File: config.mk
export PLATFORM = sky130hd
export DESIGN_NAME = smult_8bit_flat
export DESIGN_NICKNAME = d
export VERILOG_FILES = /design/src/rtl/smult_8bit_pkg.sv /design/src/rtl/smult_8bit_if.sv /design/src/rtl/smult_8bit_full_adder.sv /design/src/rtl/smult_8bit.sv /design/src/flat_wrapper.sv
export SDC_FILE = /design/constraint.sdc
export NUM_CORES = 1
export LEC_CHECK = 0
export CORE_UTILIZATION = 54
export DETAILED_ROUTE_END_ITERATION = 16
export PLACE_DENSITY = 0.78
export SYNTH_ARGS = -nofsm -noshare
export SYNTH_HDL_FRONTEND = slang
export SYNTH_SLANG_ARGS = --single-unit
export TNS_END_PERCENT = 10
File: constraint.sdc
create_clock -name clk -period 0.8 [get_ports clk]
set_input_delay 0.16 -clock clk [delete_from_list [all_inputs] [get_ports clk]]
set_output_delay 0.16 -clock clk [all_outputs]
set_load 0.01 [all_outputs]
File: src/rtl/smult_8bit_pkg.sv
// Shared widths and types for the signed 8x8 multiplier slice.
// Latency: n/a (constants and typedefs only).
// Backpressure: n/a; the multiplier has no handshake.
package smult_8bit_pkg;

    localparam int OP_W   = 8;
    localparam int PROD_W = 16;

    typedef logic [OP_W-1:0]   op_t;
    typedef logic [PROD_W-1:0] prod_t;

endpackage

File: src/rtl/smult_8bit_if.sv
// Operand/product bundle between the multiplier and whoever feeds it.
// Latency: n/a (wires only).
// Backpressure: none; operands are consumed every cycle.
interface smult_8bit_if;
    import smult_8bit_pkg::*;

    op_t   a;
    op_t   b;
    prod_t p;

    modport master (output a, output b, input p);
    modport slave  (input a, input b, output p);

endinterface

File: src/rtl/smult_8bit_full_adder.sv
// One-bit full adder; the building cell of the carry-save and ripple rows.
// Latency: combinational.
// Backpressure: n/a.
module full_adder (
    input  logic a,
    input  logic b,
    input  logic cin,
    output logic sum,
    output logic cout
);

    assign sum  = a ^ b ^ cin;
    assign cout = (a & b) | (a & cin) | (b & cin);

endmodule

File: src/rtl/smult_8bit.sv
// Signed 8x8 Baugh-Wooley array multiplier with a registered 16-bit product.
// Latency: 1 cycle (operands are unregistered, the product is captured every edge).
// Backpressure: none; one product per cycle, no enable or valid.
module smult_8bit
    import smult_8bit_pkg::*;
(
    input  logic        clk,
    input  logic        rst,
    smult_8bit_if.slave bus
);

    localparam int LAST = OP_W - 1;

    // pp[i][j] is the partial product of a[i] and b[j], weight i+j.
    // s[j][i] has weight i+j; c[j][i] has weight i+j+1.
    logic            pp [OP_W][OP_W];
    logic            s  [OP_W][OP_W];
    logic            c  [OP_W][OP_W];
    logic [OP_W-1:0] rs;
    logic [OP_W-2:0] rc;
    logic            carry_unused;
    prod_t           prod;
    prod_t           prod_q;

    genvar i, j;

    // Partial products: cells with exactly one sign bit are inverted (NAND).
    generate
        for (i = 0; i < OP_W; i++) begin : g_pp_i
            for (j = 0; j < OP_W; j++) begin : g_pp_j
                if ((i == LAST) != (j == LAST)) begin : g_nand
                    assign pp[i][j] = ~(bus.a[i] & bus.b[j]);
                end else begin : g_and
                    assign pp[i][j] = bus.a[i] & bus.b[j];
                end
            end
        end
    endgenerate

    // Row 0 is just the first partial-product row with no carries yet.
    generate
        for (i = 0; i < OP_W; i++) begin : g_row0
            assign s[0][i] = pp[i][0];
            assign c[0][i] = 1'b0;
        end
    endgenerate

    // Carry-save rows: each cell adds its partial product to the shifted
    // sum and the unshifted carry of the row above.
    generate
        for (j = 1; j < OP_W; j++) begin : g_csa_row
            for (i = 0; i < OP_W; i++) begin : g_csa_cell
                logic s_in;
                if (i < LAST) begin : g_mid
                    assign s_in = s[j-1][i+1];
                end else begin : g_top
                    assign s_in = 1'b0;
                end
                full_adder u_fa (
                    .a    (pp[i][j]),
                    .b    (s_in),
                    .cin  (c[j-1][i]),
                    .sum  (s[j][i]),
                    .cout (c[j][i])
                );
            end
        end
    endgenerate

    // Final ripple row over bits 8..15; the two Baugh-Wooley '1's enter as
    // the carry-in of bit 8 and the otherwise free sum input of bit 15.
    generate
        for (i = 0; i < OP_W; i++) begin : g_ripple
            logic fa_a;
            logic fa_cin;
            if (i < LAST) begin : g_a_sum
                assign fa_a = s[LAST][i+1];
            end else begin : g_a_corr
                assign fa_a = 1'b1;
            end
            if (i == 0) begin : g_cin_corr
                assign fa_cin = 1'b1;
            end else begin : g_cin_chain
                assign fa_cin = rc[i-1];
            end
            if (i < LAST) begin : g_co_chain
                full_adder u_fa (
                    .a    (fa_a),
                    .b    (c[LAST][i]),
                    .cin  (fa_cin),
                    .sum  (rs[i]),
                    .cout (rc[i])
                );
            end else begin : g_co_drop
                // Carry out of bit 15 is the modulo-2^16 overflow of the
                // correction terms and carries no information.
                full_adder u_fa (
                    .a    (fa_a),
                    .b    (c[LAST][i]),
                    .cin  (fa_cin),
                    .sum  (rs[i]),
                    .cout (carry_unused)
                );
            end
        end
    endgenerate

    // Low product bits fall out of the array's right edge, one per row.
    generate
        for (j = 0; j < OP_W; j++) begin : g_low
            assign prod[j] = s[j][0];
        end
    endgenerate
    assign prod[PROD_W-1:OP_W] = rs;

    // Product register: cleared asynchronously, loaded every rising edge.
    always_ff @(posedge clk or posedge rst) begin
        if (rst) begin
            prod_q <= '0;
        end else begin
            prod_q <= prod;
        end
    end

    assign bus.p = prod_q;

endmodule

File: src/flat_wrapper.sv
// flat-port wrapper written by rule: the top's interface ports become plain ports
module smult_8bit_flat import smult_8bit_pkg::*;
  (clk, rst, bus_a, bus_b, bus_p);
  smult_8bit_if bus_i ();
  input  logic clk;
  input  logic rst;
  input wire logic [$bits(bus_i.a)-1:0] bus_a;
  input wire logic [$bits(bus_i.b)-1:0] bus_b;
  output wire logic [$bits(bus_i.p)-1:0] bus_p;
  assign bus_i.a = bus_a;
  assign bus_i.b = bus_b;
  assign bus_p = bus_i.p;
  smult_8bit u_core (.clk(clk), .rst(rst), .bus(bus_i));
endmodule
## Yosys cells after proc, flatten, opt, wreduce, memory -nomap -nowiden

Cells that the tools add are included.

- Bitwise operators: 434

Operators with widths:

| operator | number |
|---|---|
| 1-bit AND | 216 |
| 1-bit XOR | 104 |
| 1-bit bitwise OR | 98 |
| 1-bit inverter | 16 |

- Flip-flop bits (word level): 16
- Output and inout bits: 16
- Logic and storage cells: 435

## Logic depth before layout (Yosys ltp)

Gate-level depths: netlist of the first run.

- Word-level depth: 42
- Mapped depth: 21
- Depth with buffers taken out: 21

## Cells and area by module

Synthesis of the first run repeated with hierarchy kept, for this count alone.

- Cells, all modules: 148
- Area total of the unflattened synthesis: 2063.2 sq um

Modules (own cells, without submodules):

| module | times used | cells each | area an instance (sq um) | sequential area each (sq um) |
|---|---|---|---|---|
| full_adder | 64 | 1 | 20.0 | 0.0 |
| smult_8bit | 1 | 84 | 782.0 | 400.4 |

## Worst setup path before layout of the first run

No wires, ideal clock.

- Path type: in2reg
- Start point: input port bus_a[7]
- End point: register u_core.prod_q[14], in the netlist u_core.bus.p[14]
- Arrival time: 6.134 ns
- Setup slack: -5.448 ns
- Stages: 20
- Path buffers: 1
- Cell sequence: buf_4 nand2_1 ha_1 inv_1 fa_1 inv_1 fa_1 fa_1 fa_1 fa_1 inv_1 fa_1 ha_1 fa_1 fa_1 fa_1 fa_1 fa_1 fa_1 inv_1

- Word-level cells in the longest chain between the ends: 35
- Elaborated cells between the ends (all ways): 228
- Those cells by class: bitwise: 228

Ends and longest elaborated chain:

| element | line | source |
|---|---|---|
| start: declaration | flat_wrapper.sv:7 | `input wire logic [$bits(bus_i.a)-1:0] bus_a;` |
| 1-bit AND | smult_8bit.sv:32 | `assign pp[i][j] = ~(bus.a[i] & bus.b[j]);` |
| 1-bit inverter | smult_8bit.sv:32 |  |
| 1-bit XOR (11 in series) | smult_8bit_full_adder.sv:12 | `assign sum = a ^ b ^ cin;` |
| 1-bit AND | smult_8bit_full_adder.sv:13 | `assign cout = (a & b) \| (a & cin) \| (b & cin);` |
| 1-bit bitwise OR (2 in series) | smult_8bit_full_adder.sv:13 |  |
| 1-bit AND | smult_8bit_full_adder.sv:13 |  |
| 1-bit bitwise OR (2 in series) | smult_8bit_full_adder.sv:13 |  |
| 1-bit AND | smult_8bit_full_adder.sv:13 |  |
| (+5 left out) | n/a |  |
| 1-bit AND | smult_8bit_full_adder.sv:13 |  |
| 1-bit bitwise OR (2 in series) | smult_8bit_full_adder.sv:13 |  |
| 1-bit AND | smult_8bit_full_adder.sv:13 |  |
| 1-bit bitwise OR (2 in series) | smult_8bit_full_adder.sv:13 |  |
| 1-bit AND | smult_8bit_full_adder.sv:13 |  |
| 1-bit bitwise OR (2 in series) | smult_8bit_full_adder.sv:13 |  |
| 1-bit XOR (*) | smult_8bit_full_adder.sv:12 |  |
| net u_core.g_ripple[6].g_co_chain.u_fa.sum | smult_8bit_full_adder.sv:8 | `output logic sum,` |
| end signal: assignment | smult_8bit.sv:121 | `prod_q <= prod;` |
| end: declaration | smult_8bit.sv:23 | `prod_t prod_q;` |

Mark *: on every way through the listed nets, which the timed path passes. The rest lies on a longest branch.

## Worst setup path after layout of the first run

- Start point: input port bus_b[1]
- End point: register u_core.prod_q[14], in the netlist u_core.bus.p[14]

- Word-level cells in the longest chain between the ends: 39
- Elaborated cells between the ends (all ways): 324
- Those cells by class: bitwise: 324

Ends and longest elaborated chain:

| element | line | source |
|---|---|---|
| start: declaration | flat_wrapper.sv:8 | `input wire logic [$bits(bus_i.b)-1:0] bus_b;` |
| 1-bit AND | smult_8bit.sv:34 | `assign pp[i][j] = bus.a[i] & bus.b[j];` |
| 1-bit XOR / 1-bit AND (equally long branches) | smult_8bit_full_adder.sv:12, smult_8bit_full_adder.sv:13 |  |
| 1-bit AND | smult_8bit_full_adder.sv:13 |  |
| 1-bit bitwise OR (2 in series) | smult_8bit_full_adder.sv:13 |  |
| 1-bit AND | smult_8bit_full_adder.sv:13 |  |
| 1-bit bitwise OR (2 in series) | smult_8bit_full_adder.sv:13 |  |
| 1-bit AND | smult_8bit_full_adder.sv:13 |  |
| 1-bit bitwise OR (2 in series) | smult_8bit_full_adder.sv:13 |  |
| (+18 left out) | n/a |  |
| 1-bit AND | smult_8bit_full_adder.sv:13 |  |
| 1-bit bitwise OR (2 in series) | smult_8bit_full_adder.sv:13 |  |
| 1-bit AND | smult_8bit_full_adder.sv:13 |  |
| 1-bit bitwise OR (2 in series) | smult_8bit_full_adder.sv:13 |  |
| 1-bit AND | smult_8bit_full_adder.sv:13 |  |
| 1-bit bitwise OR (2 in series) | smult_8bit_full_adder.sv:13 |  |
| 1-bit XOR (*) | smult_8bit_full_adder.sv:12 |  |
| net u_core.g_ripple[6].g_co_chain.u_fa.sum | smult_8bit_full_adder.sv:8 |  |

Marked as above.

==> results.py, run 1 <==
metrics = {
    "run_status": {
        "status": "finished, violations left",
        "violations": "setup timing",
    },
    "die": {
        "die_h_um": 62.9,
        "die_w_um": 62.9,
        "core_um2": 3440,
        "start_util_pct": 58.1,
        "ios": 34,
        "die_area_um2": 3950,
        "rows": 21,
    },
    "global_routing": {
        "grt_pass1_vias": 1662,
        "track_usage_pct": 25.0,
        "grt_pass1_wl_um": 7450,
        "antenna_found_initial": 0,
        "grt_max_degree": 17,
        "overflow": 0,
    },
    "yosys": {
        "synth-seq-cells": 16,
        "yosys_warnings": 0,
        "synth-edff-count": 0,
        "ys_types": 7,
        "syn_area_um2": 2000,
        "synth.avg_cell_area_um2": 10.8,
        "ys_top_cells_by_area": "fa_1 (48%), dfrtp_1 (20%), and2_1 (14%)",
        "synthCells": 185,
        "yosysSeqAreaShare_pct": 20.0,
        "synth_top_cell_area_share_pct": 48.1,
        "synth.net_count": 259,
        "synth_common_cells": "fa_1 (48), inv_1 (48), and2_1 (44), nand2_1 (20), dfrtp_1 (16)",
        "synthFlopType": "dfrtp_1",
        "yosysTopAreaCell": "fa_1",
        "synthArstFlopShare_pct": 100,
    },
    "final_layout": {
        "diodes": 0,
        "post_layout_nonfiller_instances": 290,
        "n_fill_cell": 218,
        "fin_util_pct": 77.0,
        "final_cell_area_um2": 2650,
        "area_delta_synth_final_pct": 32.5,
        "nets": 319,
        "drive_above_1_share_pct": 42.2,
        "largest_register_ffs": 16,
    },
    "timing": {
        "maxSlewViolCount": 0,
        "fin_ws_ps": -5140,
        "timing.hold.ws_ps": 211,
        "tightest_slew_ps": 215,
        "rsz0062_at_grt": "yes",
        "setup-tns-final_ps": -46130,
        "fin_crit_ps": 5940,
        "setup_viol": 30,
        "maxSlewHeadroom_pct": 85.6,
        "post-route-period-util_pct": 743,
        "hold_viol": 0,
        "fmax_mhz": 168,
    },
    "pwr": {
        "leakage_nw": 1.29,
        "switching_share_pct": 42.8,
        "netSwitchingPower_mw": 3.04,
        "intPower_mw": 4.07,
        "clockPowerShare_pct": 10.0,
        "power_mw": 7.12,
        "ir_drop_v": 0.00180,
        "p_per_area_nw_per_um2": 2690,
        "seqPwrFrac_pct": 18.5,
        "combinationalPowerShare_pct": 71.5,
    },
    "route": {
        "final_antenna_net_count": 0,
        "routedWlPerCell_um": 14.2,
        "drtIter0Drc": 35,
        "routed_wl_um": 4130,
        "firstDrtPassIters": 4,
        "drc": 0,
        "vias_per_cell": 4.84,
        "vias": 1404,
    },
    "critical_path": {
        "crit_start": "bus_b[1]",
        "cp-endpoint": "u_core.bus.p[14]",
        "critPathRequiredTime_ps": 950,
        "worstSetupStartpointType": "primary input",
        "cpMaxStageDelayCell": "fa_2",
        "path_max_fanout": 4,
        "worst_ep_arrival_time_ps": 6090,
        "end_kind": "flip-flop",
        "cp_cell_sequence": "buf_8, and2_4, ha_4, inv_2, fa_1, inv_2, fa_2, fa_2, fa_2, fa_2, inv_2, fa_2, ha_4, fa_2, fa_2, fa_2, fa_2, fa_2, fa_1, inv_1",
        "cp_common_cell": "fa_2",
        "critPathMaxStageDelay_ps": 560,
        "worstSetupPathType": "primary input to flip-flop",
    },
    "place": {
        "place_area_um2": 2570,
        "dp_hpwl_um": 3110,
        "gp_congestion": 0.746,
        "dp_cells": 285,
        "place_ws_ps": -5840,
        "io_buffers": 33,
    },
    "run": {
        "maxCapViolCount": 0,
    },
    "clocking": {
        "clock_sinks": 16,
        "numCtsBuffers": 3,
        "clockBufferDepth": 2,
        "cts_root_buffer": "clkbuf_8",
        "ctsHtreeMaxLevel": 1,
        "cts_tree": "done",
        "path_clk_slew_ps": 60,
        "cts-hold-fix-buffers": 0,
    },
    "worst_hold_path": {
        "hold_path.class": "primary input to asynchronous set/reset pin",
    },
}
[cells in the final DEF (no fill, tap or decap)]
| cell | synthesis | layout |
|---|---|---|
| clkbuf_8 | 0 | 4 |
| inv_1 | 48 | 26 |
| dfrtp_1 | 16 | 16 |
| buf_6 | 0 | 2 |
| nand2_1 | 20 | 19 |
| dlygate4sd2_1 | 0 | 3 |
| clkbuf_2 | 0 | 2 |
| ha_1 | 8 | 3 |
| buf_12 | 0 | 1 |
| nand2_2 | 0 | 1 |
| inv_2 | 0 | 22 |
| buf_2 | 0 | 19 |
| fa_1 | 48 | 29 |
| and2_1 | 44 | 38 |
| and2_4 | 0 | 6 |
| clkdlybuf4s50_1 | 0 | 7 |
| fa_2 | 0 | 19 |
| buf_8 | 0 | 1 |
| ha_4 | 0 | 5 |
| buf_4 | 1 | 21 |
[logic make-up (layout without fill, tap and decap cells)]
| group | Yosys count | in the layout | share of synthesized area (%) |
|---|---|---|---|
| buffers and inverters | 49 | 108 | 9.39 |
| adder cells (fa/ha/maj) | 56 | 56 | 53.1 |
| flip-flops | 16 | 16 | 20.0 |
| AND/OR/NAND/NOR | 64 | 64 | 17.5 |
[critical path: cells and delay by family]
family,cells,cell delay [ps]
buffers and inverters,5,260
adder cells (fa/ha/maj),14,5520
AND/OR/NAND/NOR,1,150
[what timing repair did]
| action | in CTS | in global routing |
|---|---|---|
| setup buffers | 1 | 0 |
| gates cloned | 0 | 0 |
| pin swaps | 32 | 23 |
| gates resized for setup | 129 | 18 |
| endpoints found under the setup margin | 31 | 31 |
[metal layers]
metal	global-route usage (%)	vias to the layer above	routed length, µm
li1	-	638	-
met1	26.9	731	1520
met2	49.5	28	2440
met3	2.37	7	88
met4	9.59	0	80
met5	0	-	0
[area by class of cell]
class	instances	area, µm²	share of cell area [%]
repair buffers	56	417	15.7
well taps	46	57.6	2.17
clock buffers	4	55.1	2.08
flip-flops and latches	16	400	15.1
multi-input cells	120	1540	58.1
inverters	48	180	6.80
[worst min path at each step]
| stage | slack, ps | endpoint | depth (start not counted) |
|---|---|---|---|
| 5_1_grt | 250 | u_core.bus.p[9] | 3 |
| 2_1_floorplan | 70 | u_core.bus.p[0] | 1 |
| 3_5_place_dp | 490 | u_core.bus.p[8] | 3 |
| 3_3_place_gp | 490 | u_core.bus.p[9] | 3 |
| 4_1_cts | 220 | u_core.bus.p[9] | 3 |
| 6_report | 210 | u_core.bus.p[8] | 3 |
[power by group through the flow]
stage	Combinational, mW	Sequential (mW)	Clock [mW]
finish	5.08	1.32	0.714
CTS	4.85	1.32	0.732
detailed placement	4.59	1.35	0
global placement	4.37	1.34	0
floorplan	2.77	1.54	0
global route	5.78	1.34	0.766
Note: power is estimated with default switching activity, not from simulation.
==> inputs of run 2 (changes only) <==
--- a/config.mk
+++ b/config.mk
@@ -5,6 +5,7 @@
 export SDC_FILE = /design/constraint.sdc
 export NUM_CORES = 1
 export LEC_CHECK = 0
+export CORE_MARGIN = 3
 export CORE_UTILIZATION = 54
 export DETAILED_ROUTE_END_ITERATION = 16
 export PLACE_DENSITY = 0.78
==> constraint.sdc (replaced) <==
create_clock -name clk -period 0.8 [get_ports clk]
set_input_delay 0.08 -clock clk [delete_from_list [all_inputs] [get_ports clk]]
set_output_delay 0.08 -clock clk [all_outputs]
set_load 0.01 [all_outputs]
==> results.py, run 2 (synthesis gave the netlist of run 1 again) <==
metrics = {
    "timing": {
        "setup_viol": 30,
        "tightest_slew_ps": 220,
        "maxSlewHeadroom_pct": 85.3,
        "setup-tns-final_ps": -43420,
        "fmax_mhz": 172,
        "rsz0062_at_grt": "yes",
        "post-route-period-util_pct": 727,
        "maxSlewViolCount": 0,
        "hold_viol": 0,
        "fin_ws_ps": -5010,
        "fin_crit_ps": 5810,
    },
    "global_routing": {
        "antenna_found_initial": 0,
        "track_usage_pct": 19.1,
        "grt_max_degree": 17,
        "overflow": 0,
        "grt_pass1_vias": 1559,
        "grt_pass1_wl_um": 6360,
    },
    "pwr": {
        "netSwitchingPower_mw": 2.89,
        "intPower_mw": 4.00,
        "clockPowerShare_pct": 10.1,
        "switching_share_pct": 42.0,
        "seqPwrFrac_pct": 19.1,
        "leakage_nw": 1.30,
        "combinationalPowerShare_pct": 70.7,
        "ir_drop_v": 0.00203,
        "p_per_area_nw_per_um2": 2590,
    },
    "final_layout": {
        "final_cell_area_um2": 2660,
        "nets": 319,
        "largest_register_ffs": 16,
        "final_common_cell": "and2_1",
        "fin_util_pct": 77.3,
        "multi_input_area_um2": 1530,
        "n_fill_cell": 236,
        "seq_area_um2": 400,
        "final_cell_mix": "and2_1 (40), inv_1 (33), fa_1 (29), buf_4 (23)",
        "drive_above_1_share_pct": 38.1,
        "diodes": 0,
        "area_delta_synth_final_pct": 33.0,
    },
    "critical_path": {
        "cpMaxStageDelayCell": "fa_2",
        "end_kind": "flip-flop",
        "worst_ep_arrival_time_ps": 5960,
        "critPathRequiredTime_ps": 940,
        "path_max_fanout": 3,
        "cp_cell_sequence": "clkdlybuf4s15_2, and2_4, ha_4, inv_2, fa_2, inv_1, fa_2, fa_2, fa_2, fa_2, inv_2, fa_2, ha_4, fa_2, fa_2, fa_2, fa_2, fa_2, fa_1, inv_1",
        "critPathMaxStageDelay_ps": 540,
        "cp_common_cell": "fa_2",
        "worstSetupStartpointType": "primary input",
        "worstSetupPathType": "primary input to flip-flop",
        "crit_start": "bus_a[5]",
    },
    "place": {
        "dp_hpwl_um": 3220,
        "gp_congestion": 0.805,
        "place_area_um2": 2570,
        "io_buffers": 33,
        "place_ws_ps": -5770,
    },
    "die": {
        "die_w_um": 66.9,
        "rows": 21,
        "die_area_um2": 4470,
        "start_util_pct": 58.1,
        "core_um2": 3440,
        "ios": 34,
        "die_h_um": 66.9,
    },
    "route": {
        "dr_wl_met3_um": 166,
        "firstDrtPassIters": 4,
        "final_antenna_net_count": 0,
        "vias": 1409,
        "met2_length_um": 2250,
        "routed_wl_um": 3830,
        "vias_per_cell": 4.86,
        "routedLengthMet1_um": 1350,
        "dr.max_layer_used": "met4",
        "drtIter0Drc": 33,
        "routedWlPerCell_um": 13.2,
        "drc": 0,
    },
    "run_status": {
        "violations": "setup timing",
        "status": "finished, violations left",
    },
    "clocking": {
        "path_clk_slew_ps": 60,
        "ctsHtreeMaxLevel": 1,
        "cts_tree": "done",
        "clockBufferDepth": 2,
        "cts_root_buffer": "clkbuf_8",
        "numCtsBuffers": 3,
        "clock_sinks": 16,
    },
    "run": {
        "maxCapViolCount": 0,
    },
    "worst_hold_path": {
        "hold_path.class": "primary input to asynchronous set/reset pin",
    },
}
[run 2: worst max-delay path: cells and delay by family]
family	cells	cell delay (ps)
simple gates	1	170
buf+inv	5	360
fa+ha+maj	14	5360
[run 2: layer usage]
layer | vias to the layer above | GRT usage, %
met5 | - | 0
met4 | 0 | 6.33
met3 | 8 | 2.19
met2 | 32 | 38.5
met1 | 737 | 20.0
li1 | 632 | -
[run 2: layout make-up]
class	instances	area share, %
flip-flops and latches	16	15.1
multi-input cells	120	57.5
well taps	46	2.16
clock buffers	4	2.07
inverters	48	6.77
repair buffers	56	16.5
[run 2: through the flow]
stage | std cells | total power [mW] | hold WS (ps)
floorplan | 185 | 4.30 | -6.26
global placement | 285 | 5.71 | 406
global route | 290 | 7.68 | 169
detailed placement | 285 | 5.99 | 408
finish | 290 | 6.89 | 148
CTS | 290 | 6.80 | 149
[run 2: worst paths after layout]
| kind | slack (ps) | to | depth (start not counted) |
|---|---|---|---|
| max | -5010 | u_core.bus.p[14] | 20 |
| min | 150 | u_core.bus.p[6] | 3 |
| min in group clk | 240 | u_core.bus.p[0] | 3 |
| max in group asynchronous | 540 | u_core.bus.p[12] | 3 |
[run 2: timing repair]
| action | CTS | global route |
|---|---|---|
| gates resized for setup | 123 | 15 |
| pin swaps | 26 | 21 |
| endpoints found under the setup margin | 31 | 30 |
| hold buffers | 0 | 0 |
| setup buffers | 1 | 0 |
[run 2: power by group through the flow]
| stage | registers [mW] | clock network (mW) | logic, mW |
|---|---|---|---|
| 3_3_place_gp | 1.34 | 0 | 4.38 |
| 5_1_grt | 1.35 | 0.741 | 5.60 |
| 4_1_cts | 1.31 | 0.713 | 4.78 |
| 6_report | 1.32 | 0.698 | 4.87 |
| 2_1_floorplan | 1.54 | 0 | 2.77 |
| 3_5_place_dp | 1.34 | 0 | 4.64 |
==> inputs of run 3 (changes only) <==
--- a/config.mk
+++ b/config.mk
@@ -5,8 +5,9 @@
 export SDC_FILE = /design/constraint.sdc
 export NUM_CORES = 1
 export LEC_CHECK = 0
+export ABC_AREA = 1
 export CORE_MARGIN = 3
-export CORE_UTILIZATION = 54
+export CORE_UTILIZATION = 55
 export DETAILED_ROUTE_END_ITERATION = 16
 export PLACE_DENSITY = 0.78
 export SYNTH_ARGS = -nofsm -noshare
==> results.py, run 3 <==
metrics = {
    "place": {
        "dp_hpwl_um": 3170,
        "place_area_um2": 2630,
        "gp_congestion": 0.757,
        "io_buffers": 33,
        "place_ws_ps": -5760,
    },
    "die": {
        "die_h_um": 69.4,
        "core_um2": 3770,
        "rows": 22,
        "die_w_um": 69.4,
        "ios": 34,
        "start_util_pct": 58.6,
        "die_area_um2": 4810,
    },
    "route": {
        "vias_per_cell": 4.54,
        "drc": 0,
        "vias": 1531,
        "drtIter0Drc": 31,
        "routed_wl_um": 3880,
        "routedWlPerCell_um": 11.5,
        "firstDrtPassIters": 4,
        "final_antenna_net_count": 0,
    },
    "clocking": {
        "ctsHtreeMaxLevel": 1,
        "cts-hold-fix-buffers": 0,
        "numCtsBuffers": 3,
        "clock_sinks": 16,
        "cts_tree": "done",
        "cts_root_buffer": "clkbuf_8",
        "clockBufferDepth": 2,
        "path_clk_slew_ps": 60,
    },
    "yosys": {
        "yosys_warnings": 0,
        "synth-edff-count": 0,
        "synthCells": 244,
        "synth_top_cell_area_share_pct": 43.5,
        "yosysSeqAreaShare_pct": 18.1,
        "ys_types": 7,
        "synth.avg_cell_area_um2": 9.05,
        "syn_area_um2": 2210,
        "synthArstFlopShare_pct": 100,
        "synth_fa_ha_area_share_pct": 48.0,
        "synth_top_family_by_area": "adder cells",
        "yosysMostFrequentCell": "inv_1",
        "yosys.area_share.xor_xnor_pct": 0,
        "synth-compound-area-share_pct": 0,
        "synth-seq-cells": 16,
        "synthMuxAreaShare_pct": 0,
        "synth_common_cells": "inv_1 (92), nand2_1 (64), fa_1 (48), dfrtp_1 (16), buf_6 (11)",
        "synth-simple-area-share_pct": 10.9,
        "synthFlopType": "dfrtp_1",
        "synth.net_count": 318,
        "ys_top_cells_by_area": "fa_1 (44%), dfrtp_1 (18%), inv_1 (16%)",
        "yosysTopAreaCell": "fa_1",
    },
    "global_routing": {
        "track_usage_pct": 18.0,
        "grt_pass1_vias": 1643,
        "grt_max_degree": 17,
        "grt_pass1_wl_um": 6860,
        "antenna_found_initial": 0,
        "overflow": 0,
    },
    "final_layout": {
        "final_common_cell": "inv_1",
        "nets": 364,
        "diodes": 0,
        "drive_above_1_share_pct": 34.3,
        "largest_register_ffs": 16,
        "area_delta_synth_final_pct": 24.8,
        "n_fill_cell": 274,
        "final_cell_area_um2": 2760,
        "final_cell_mix": "inv_1 (75), nand2_1 (57), fa_1 (29), buf_4 (22), fa_2 (19)",
    },
    "worst_hold_path": {
        "hold_path.class": "primary input to asynchronous set/reset pin",
    },
    "pwr": {
        "seqPwrFrac_pct": 19.8,
        "leakage_nw": 1.62,
        "intPower_mw": 3.84,
        "clockPowerShare_pct": 10.9,
        "netSwitchingPower_mw": 2.82,
        "switching_share_pct": 42.3,
        "ir_drop_v": 0.00177,
        "combinationalPowerShare_pct": 69.2,
        "p_per_area_nw_per_um2": 2410,
    },
    "run": {
        "maxCapViolCount": 0,
    },
    "timing": {
        "tightest_slew_ps": 244,
        "rsz0062_at_grt": "yes",
        "setup_viol": 30,
        "post-route-period-util_pct": 714,
        "fin_crit_ps": 5710,
        "maxSlewHeadroom_pct": 83.7,
        "fmax_mhz": 175,
        "maxSlewViolCount": 0,
        "fin_ws_ps": -4910,
        "hold_viol": 0,
    },
    "run_status": {
        "status": "finished, violations left",
        "violations": "setup timing",
    },
    "critical_path": {
        "worst_ep_arrival_time_ps": 5860,
        "worstSetupPathType": "primary input to flip-flop",
        "critPathRequiredTime_ps": 960,
        "end_kind": "flip-flop",
        "worstSetupStartpointType": "primary input",
        "path_max_fanout": 3,
    },
}
==> run 3: changes by cell type in the layout (fill, tap and decap cells not counted), moves of 4 or more <==
| cell | before | now |
|---|---|---|
| and2_4 | 4 | 0 |
| and2_1 | 40 | 0 |
| nand2_2 | 0 | 5 |
| nand2_1 | 19 | 57 |
| inv_1 | 33 | 75 |
==> run 3: worst max-delay path by stage <==
stage / from / to / cells past startpoint
floorplan: bus_a[6] / u_core.bus.p[14] / 21
global placement: bus_a[7] / u_core.bus.p[14] / 20
detailed placement: bus_a[7] / u_core.bus.p[14] / 20
CTS: bus_b[1] / u_core.bus.p[14] / 21
global route: bus_b[1] / u_core.bus.p[14] / 20
finish: bus_b[1] / u_core.bus.p[14] / 21
==> run 3: power groups by stage <==
stage / logic, mW / clock network [mW] / registers, mW
4_1_cts: 4.72 / 0.763 / 1.33
2_1_floorplan: 2.89 / 0 / 1.54
3_3_place_gp: 4.31 / 0 / 1.33
5_1_grt: 5.41 / 0.788 / 1.36
3_5_place_dp: 4.60 / 0 / 1.36
6_report: 4.61 / 0.728 / 1.32
==> run 3: final cells by class <==
class	count	area [µm²]	area share, %
Timing Repair Buffer	57	457	16.6
Tap cell	48	60.1	2.18
Inverter	92	345	12.5
Sequential cell	16	400	14.5
Clock buffer	4	55.1	2.00
Multi-Input combinational cell	120	1440	52.2
==> run 3: logic make-up (layout without fill, tap and decap cells) <==
family,after synthesis,after routing
buf+inv,108,153
simple gates,64,64
fa+ha+maj,56,56
flops,16,16
==> run 3: layer usage <==
metal / vias to the layer above / track usage, % / routed length, µm
met3: 9 / 2.32 / 178
met5: - / 0 / 0
met1: 761 / 19.1 / 1370
li1: 723 / - / -
met4: 0 / 7.38 / 84
met2: 38 / 35.1 / 2250
==> run 3: worst max-delay path, stage by stage <==
cell     delay [ps]
buf_8           100
nand2_4          50
inv_2            40
ha_4            250
inv_2            30
fa_1            490
inv_2            40
fa_2            520
fa_2            440
fa_2            350
fa_1            500
inv_1            50
fa_1            500
ha_4            190
fa_2            330
fa_2            340
fa_2            340
fa_2            350
fa_2            340
fa_1            480
inv_1            40
==> run 3: metrics by stage <==
stage                     instances  hold slack, ps  utilization, %  TNS [ps]  total power, mW
final                           337             128            73.1    -42430             6.66
after global routing            337             152            73.1    -44160             7.56
after CTS                       335             127            70.7    -44030             6.82
after detailed placement        330             402            69.6    -54780             5.96
after global placement          330             402            69.6    -53460             5.65
after floorplan                 244           -6.26               -    -44260             4.43
==> run 3: repair_timing <==
| action | in CTS | in global routing |
|---|---|---|
| buffers inserted | 1 | 2 |
| hold endpoints to repair | 0 | 0 |
| gates resized for setup | 119 | 31 |
| pin swaps | 20 | 19 |
| endpoints found under the setup margin | 31 | 30 |
